## config.mk

```make
export PLATFORM = sky130hd
export DESIGN_NAME = line_bus_arbiter_flat
export DESIGN_NICKNAME = d
export VERILOG_FILES = /design/src/rtl/line_bus_if.sv /design/src/rtl/line_bus_arbiter.sv /design/src/flat_wrapper.sv
export SDC_FILE = /design/constraint.sdc
export NUM_CORES = 1
export LEC_CHECK = 0
export ABC_AREA = 0
export CAP_MARGIN = 20
export CORE_AREA = 8 8 519 521
export CTS_BUF_LIST = sky130_fd_sc_hd__clkbuf_4 sky130_fd_sc_hd__clkbuf_8
export CTS_CLUSTER_SIZE = 40
export DETAILED_ROUTE_END_ITERATION = 8
export DIE_AREA = 0 0 527 529
export PLACE_DENSITY = 0.31
export SLEW_MARGIN = 20
export SYNTH_ARGS = -nofsm -noshare
export SYNTH_HDL_FRONTEND = slang
export SYNTH_SLANG_ARGS = --single-unit
```

## constraint.sdc

```tcl
create_clock -name clk -period 2 [get_ports clk]
set_input_delay 0.3 -clock clk [delete_from_list [all_inputs] [get_ports clk]]
set_output_delay 0.3 -clock clk [all_outputs]
set_load 0.01 [all_outputs]
```

## src/rtl/line_bus_if.sv

```systemverilog
// Requester-side and memory-side signals of line_bus_arbiter.
// slave is the arbiter's view; master is the requesters plus memory model driving it.
interface line_bus_if #(
  parameter int NUM_PORTS = 2,
  parameter int ADDR_BITS = 16,
  parameter int LINE_SIZE = 256
);
  logic [NUM_PORTS-1:0]           req_i;
  logic [NUM_PORTS-1:0]           wr_i;
  logic [NUM_PORTS*ADDR_BITS-1:0] addr_i;
  logic [NUM_PORTS*LINE_SIZE-1:0] wdata_i;
  logic [NUM_PORTS-1:0]           ack_o;
  logic [NUM_PORTS-1:0]           err_o;
  logic [LINE_SIZE-1:0]           rdata_o;
  logic                           mem_req_o;
  logic                           mem_wr_o;
  logic [ADDR_BITS-1:0]           mem_addr_o;
  logic [LINE_SIZE-1:0]           mem_wdata_o;
  logic [LINE_SIZE-1:0]           mem_rdata_i;
  logic                           mem_ack_i;
  logic                           busy_o;

  modport slave (
    input  req_i, wr_i, addr_i, wdata_i, mem_rdata_i, mem_ack_i,
    output ack_o, err_o, rdata_o, mem_req_o, mem_wr_o, mem_addr_o, mem_wdata_o, busy_o
  );

  modport master (
    output req_i, wr_i, addr_i, wdata_i, mem_rdata_i, mem_ack_i,
    input  ack_o, err_o, rdata_o, mem_req_o, mem_wr_o, mem_addr_o, mem_wdata_o, busy_o
  );
endinterface

```

## src/rtl/line_bus_arbiter.sv

```systemverilog
// Round-robin arbiter sequencing whole-line read/write transactions onto one memory bus.
// Latency: request -> mem_req_o next cycle; mem_ack_i -> ack_o next cycle (2 cycles minimum).
// Backpressure: req_i held until ack_o, memory stalls via mem_ack_i; BUS_TIMEOUT_EN adds an abort watchdog.
module line_bus_arbiter #(
  parameter int NUM_PORTS = 2,
  parameter int ADDR_BITS = 16,
  parameter int LINE_SIZE = 256,
  parameter int TIMEOUT   = 64
) (
  input logic       clk,
  input logic       reset,
  line_bus_if.slave bus
);
  localparam int PW = $clog2(NUM_PORTS);

  if (NUM_PORTS < 2 || NUM_PORTS > 8) begin : g_bad_num_ports
    $error("line_bus_arbiter: NUM_PORTS must be 2..8");
  end
  if (TIMEOUT < 2) begin : g_bad_timeout
    $error("line_bus_arbiter: TIMEOUT must be >= 2");
  end

  typedef enum logic [1:0] {IDLE, MEM, RESP} state_t;

  state_t                state;
  logic [PW-1:0]         ptr;
  logic [PW-1:0]         grant;
  logic [PW-1:0]         win_idx;
  logic [PW-1:0]         cand_idx;
  logic                  win_vld;
  int                    cand;
  logic [ADDR_BITS-1:0]  addr_arr  [NUM_PORTS];
  logic [LINE_SIZE-1:0]  wdata_arr [NUM_PORTS];

  for (genvar p = 0; p < NUM_PORTS; p++) begin : g_unpack
    assign addr_arr[p]  = bus.addr_i[p*ADDR_BITS +: ADDR_BITS];
    assign wdata_arr[p] = bus.wdata_i[p*LINE_SIZE +: LINE_SIZE];
  end

  // Walk offsets from the far end down so the requester closest above ptr wins.
  always_comb begin
    win_vld  = 1'b0;
    win_idx  = '0;
    cand     = 0;
    cand_idx = '0;
    for (int i = NUM_PORTS - 1; i >= 0; i--) begin
      cand = int'(ptr) + i;
      if (cand >= NUM_PORTS) cand = cand - NUM_PORTS;
      cand_idx = PW'(cand);
      if (bus.req_i[cand_idx]) begin
        win_vld = 1'b1;
        win_idx = cand_idx;
      end
    end
  end

`ifdef BUS_TIMEOUT_EN
  localparam int CW = $clog2(TIMEOUT);
  logic [CW-1:0] tmo_cnt;
`endif

  always_ff @(posedge clk) begin
    if (reset) begin
      state           <= IDLE;
      ptr             <= '0;
      grant           <= '0;
      bus.ack_o       <= '0;
      bus.err_o       <= '0;
      bus.rdata_o     <= '0;
      bus.mem_req_o   <= 1'b0;
      bus.mem_wr_o    <= 1'b0;
      bus.mem_addr_o  <= '0;
      bus.mem_wdata_o <= '0;
      bus.busy_o      <= 1'b0;
`ifdef BUS_TIMEOUT_EN
      tmo_cnt         <= '0;
`endif
    end else begin
      bus.ack_o <= '0;
      bus.err_o <= '0;
      case (state)
        IDLE: begin
          if (win_vld) begin
            grant           <= win_idx;
            bus.mem_wr_o    <= bus.wr_i[win_idx];
            bus.mem_addr_o  <= addr_arr[win_idx];
            bus.mem_wdata_o <= wdata_arr[win_idx];
            bus.mem_req_o   <= 1'b1;
            bus.busy_o      <= 1'b1;
            state           <= MEM;
`ifdef BUS_TIMEOUT_EN
            tmo_cnt         <= '0;
`endif
          end
        end
        MEM: begin
          // A memory ack on the limit cycle wins over the watchdog.
          if (bus.mem_ack_i) begin
            if (!bus.mem_wr_o) bus.rdata_o <= bus.mem_rdata_i;
            bus.ack_o[grant] <= 1'b1;
            bus.mem_req_o    <= 1'b0;
            state            <= RESP;
          end
`ifdef BUS_TIMEOUT_EN
          else if (tmo_cnt == CW'(TIMEOUT - 1)) begin
            bus.rdata_o      <= '0;
            bus.ack_o[grant] <= 1'b1;
            bus.err_o[grant] <= 1'b1;
            bus.mem_req_o    <= 1'b0;
            state            <= RESP;
          end else begin
            tmo_cnt <= tmo_cnt + 1'b1;
          end
`endif
        end
        RESP: begin
          ptr        <= (grant == PW'(NUM_PORTS - 1)) ? '0 : grant + 1'b1;
          bus.busy_o <= 1'b0;
          state      <= IDLE;
        end
        default: state <= IDLE;
      endcase
    end
  end
endmodule

```

## src/flat_wrapper.sv

```systemverilog
// flat-port wrapper written by rule: the top's interface ports become plain ports
module line_bus_arbiter_flat 
#(
  parameter int NUM_PORTS = 2,
  parameter int ADDR_BITS = 16,
  parameter int LINE_SIZE = 256,
  parameter int TIMEOUT   = 64
)
  (clk, reset, bus_req_i, bus_wr_i, bus_addr_i, bus_wdata_i, bus_mem_rdata_i, bus_mem_ack_i, bus_ack_o, bus_err_o, bus_rdata_o, bus_mem_req_o, bus_mem_wr_o, bus_mem_addr_o, bus_mem_wdata_o, bus_busy_o);
  line_bus_if #(.NUM_PORTS(NUM_PORTS), .ADDR_BITS(ADDR_BITS), .LINE_SIZE(LINE_SIZE)) bus_i ();
  input logic clk;
  input logic reset;
  input wire logic [$bits(bus_i.req_i)-1:0] bus_req_i;
  input wire logic [$bits(bus_i.wr_i)-1:0] bus_wr_i;
  input wire logic [$bits(bus_i.addr_i)-1:0] bus_addr_i;
  input wire logic [$bits(bus_i.wdata_i)-1:0] bus_wdata_i;
  input wire logic [$bits(bus_i.mem_rdata_i)-1:0] bus_mem_rdata_i;
  input wire logic [$bits(bus_i.mem_ack_i)-1:0] bus_mem_ack_i;
  output wire logic [$bits(bus_i.ack_o)-1:0] bus_ack_o;
  output wire logic [$bits(bus_i.err_o)-1:0] bus_err_o;
  output wire logic [$bits(bus_i.rdata_o)-1:0] bus_rdata_o;
  output wire logic [$bits(bus_i.mem_req_o)-1:0] bus_mem_req_o;
  output wire logic [$bits(bus_i.mem_wr_o)-1:0] bus_mem_wr_o;
  output wire logic [$bits(bus_i.mem_addr_o)-1:0] bus_mem_addr_o;
  output wire logic [$bits(bus_i.mem_wdata_o)-1:0] bus_mem_wdata_o;
  output wire logic [$bits(bus_i.busy_o)-1:0] bus_busy_o;
  assign bus_i.req_i = bus_req_i;
  assign bus_i.wr_i = bus_wr_i;
  assign bus_i.addr_i = bus_addr_i;
  assign bus_i.wdata_i = bus_wdata_i;
  assign bus_i.mem_rdata_i = bus_mem_rdata_i;
  assign bus_i.mem_ack_i = bus_mem_ack_i;
  assign bus_ack_o = bus_i.ack_o;
  assign bus_err_o = bus_i.err_o;
  assign bus_rdata_o = bus_i.rdata_o;
  assign bus_mem_req_o = bus_i.mem_req_o;
  assign bus_mem_wr_o = bus_i.mem_wr_o;
  assign bus_mem_addr_o = bus_i.mem_addr_o;
  assign bus_mem_wdata_o = bus_i.mem_wdata_o;
  assign bus_busy_o = bus_i.busy_o;
  line_bus_arbiter #(.NUM_PORTS(NUM_PORTS), .ADDR_BITS(ADDR_BITS), .LINE_SIZE(LINE_SIZE), .TIMEOUT(TIMEOUT)) u_core (.clk(clk), .reset(reset), .bus(bus_i));
endmodule
```

==> results.json <==
{
  "synth_compound_area_frac": 0.368,
  "grtUsageTotal": 0.138,
  "fin_skew_ns": 0.0534,
  "rows": 188,
  "port_buffers": 1339,
  "cts_tree": "done",
  "r2r-start": "u_core.state[1]",
  "grt_pass1_vias": 32061,
  "min_to": "u_core.bus.mem_wdata_o[192]",
  "final_cell_mix": "clkdlybuf4s50_1, a21oi_1, nand2_1",
  "drc": 0,
  "placed_cells": 7546,
  "synth_xor_area_frac": 0,
  "r2r_slack_ns": 0.1,
  "synthesis.area_sq_um": 23100,
  "synth_top_family_by_area": "compound AO/OA/AOI/OAI gates",
  "numCtsBuffers": 115,
  "worstRegToRegCells": 6,
  "ys_types": 28,
  "antenna_found_initial": 116,
  "die_x_um": 527,
  "fin_crit_ns": 1.90,
  "dr_total_vias": 30931,
  "reg2reg_to": "u_core.bus.mem_wdata_o[8]",
  "fin_nets": 5520,
  "crit_path_end_kind": "flop",
  "cp_max_fo": 12,
  "final_hold_viol_count": 0,
  "avgViaCountPerCell": 3.75,
  "hold_path_depth": 3,
  "root_buffer": "clkbuf_8",
  "finalInstanceArea_sq_um": 49300,
  "gp_congestion": 0.839,
  "final_antenna_net_count": 0,
  "dpl_cell_area_sq_um": 42500,
  "synth_ff_type": "dfxtp_1",
  "hold_start": "bus_wdata_i[192]",
  "layout_commonest_cell": "clkdlybuf4s50_1",
  "synth.area.mux_share": 0,
  "peakVddDrop_mv": 0.481,
  "fmax_mhz": 525,
  "maxUsedRoutingLayer": "met5",
  "first_iter_violations": 1878,
  "drtPass1Iterations": 5,
  "grt_max_degree": 77,
  "grt_pass1_wl_um": 275000,
  "ios": 1342,
  "clock_sinks": 537,
  "path_clk_slew_ns": 0.06,
  "tns_ns": 0,
  "final_max_slew_viol_count": 0,
  "wl_met3_um": 18900,
  "hp-class": "in2reg",
  "m1WireLength_um": 86400,
  "worstSetupPathType": "reg2reg",
  "slew_headroom": 0.528,
  "critPathLaunchType": "flop",
  "max-cap-violations": 0,
  "wirelength_um": 204000,
  "finalSetupViolCount": 0,
  "routed-wl-met2_um": 92800,
  "coreArea_sq_um": 261000,
  "syn_to_final_growth_pct": 114,
  "netlist_instances": 2787,
  "async_flop_share": 0,
  "dieArea_sq_um": 279000,
  "tightestPinTransition_ns": 0.703,
  "final.period_utilization": 0.952,
  "synth_fa_ha_area_frac": 0,
  "ys_seq_elements": 537,
  "die-height_um": 529,
  "fin_cells": 8248,
  "grt_overflow": 0,
  "synth_edf_count": 0,
  "dp.final_hpwl_um": 167000,
  "htree_num_levels": 3,
  "drive_above_1_share": 0.158,
  "clockBufferDepth": 3,
  "ys_seq_area_frac": 0.466,
  "start_util": 0.0883,
  "clk_latency_ns": 0.84,
  "synth-simple-area-share": 0.0887,
  "critPathArrivalTime_ns": 2.62,
  "wl_per_cell_um": 24.7,
  "syn_area_per_cell_sq_um": 8.27,
  "final_util": 0.189,
  "critical_path_required_ns": 2.72,
  "total_power_mw": 35.3,
  "status": "finished clean",
  "p_per_area_nw_per_um2": 715,
  "p_leak_nw": 18.4,
  "ys_warn_count": 0
}
-- what timing repair did --
item | CTS | global route
resized for setup | 997 | 3
setup buffers | 0 | 0
hold endpoints to repair | 483 | 0
endpoints found under the setup margin | 533 | 3
hold buffers | 470 | 0
pin swaps | 0 | 0
-- worst max-delay path by stage --
stage                                    from                     endpoint  slack (ns)  cells after the start
detailed placement               bus_req_i[0]  u_core.bus.mem_wdata_o[128]       -0.45                      7
floorplan                     u_core.state[1]     u_core.bus.mem_addr_o[0]        0.59                      6
CTS                 u_core.bus.mem_addr_o[15]           bus_mem_addr_o[15]     0.00004                      1
finish                        u_core.state[1]    u_core.bus.mem_wdata_o[8]         0.1                      6
global route        u_core.bus.mem_addr_o[15]           bus_mem_addr_o[15]      -0.002                      1
global placement                 bus_req_i[0]  u_core.bus.mem_wdata_o[102]       -0.50                      7
-- sequential cells by signal, indices dropped and copies added (netlist names) --
| register | flops |
|---|---|
| u_core.bus.ack_o | 2 |
| u_core.bus.busy_o | 1 |
| u_core.bus.mem_addr_o | 16 |
| u_core.bus.mem_req_o | 1 |
| u_core.bus.mem_wdata_o | 256 |
| u_core.bus.mem_wr_o | 1 |
| u_core.bus.rdata_o | 256 |
| u_core.grant | 1 |
| u_core.ptr | 1 |
| u_core.state | 2 |
-- cells in the mapped netlist (2+ instances only) --
| cell | n | share of area |
|---|---|---|
| o21ai_0 | 263 | 0.057 |
| nor2_1 | 3 | 0.00049 |
| clkbuf_1 | 181 | 0.029 |
| a311oi_1 | 273 | 0.10 |
| buf_4 | 3 | 0.00098 |
| buf_2 | 144 | 0.031 |
| buf_1 | 6 | 0.00098 |
| dfxtp_1 | 537 | 0.47 |
| nand2_1 | 514 | 0.084 |
| or2_1 | 2 | 0.00054 |
| buf_6 | 29 | 0.014 |
| a211oi_1 | 274 | 0.089 |
| a21oi_1 | 533 | 0.12 |
| o21ai_1 | 11 | 0.0024 |
-- metal layers --
metal | vias up | global-route usage
li1 | 14262 | -
met1 | 14860 | 0.169
met4 | 74 | 0.0333
met2 | 1382 | 0.227
met5 | - | 0
met3 | 353 | 0.0535
-- where the power goes --
group | total (mW) | internal [mW] | switching [mW]
registers | 12.2 | 11.6 | 0.598
clock network | 13.3 | 7.40 | 5.91
logic | 9.76 | 4.78 | 4.98
-- cell type report --
class,instances,area (sq um)
Tap cell,3420,4280
Inverter,1,11.3
Multi-Input combinational cell,1887,10600
Clock inverter,18,180
Sequential cell,537,10800
Timing Repair Buffer,2171,21100
Clock buffer,187,2300
Fill cell,29340,212000
Antenna cell,27,67.6
-- metrics by stage --
step	worst slack [ns]	hold WS (ns)
2_1_floorplan	0.594	0.435
3_3_place_gp	-0.501	0.442
3_5_place_dp	-0.447	0.446
4_1_cts	0.0000422	0.000583
5_1_grt	-0.00169	0.0387
6_report	0.0967	0.161
-- kinds of logic after synthesis --
group                  count (synthesis)
AO/OA/AOI/OAI                       1354
AND/OR/NAND/NOR                      531
flip-flops                           537
other                                  1
buffers and inverters                364
-- worst max-delay path: stages (launching register included) --
cell	delay (ns)
dfxtp_1	0.35
or2_4	0.31
buf_12	0.16
buf_4	0.18
a311oi_1	0.51
buf_4	0.21
a211oi_1	0.06
(Power assumes the default switching activity.)
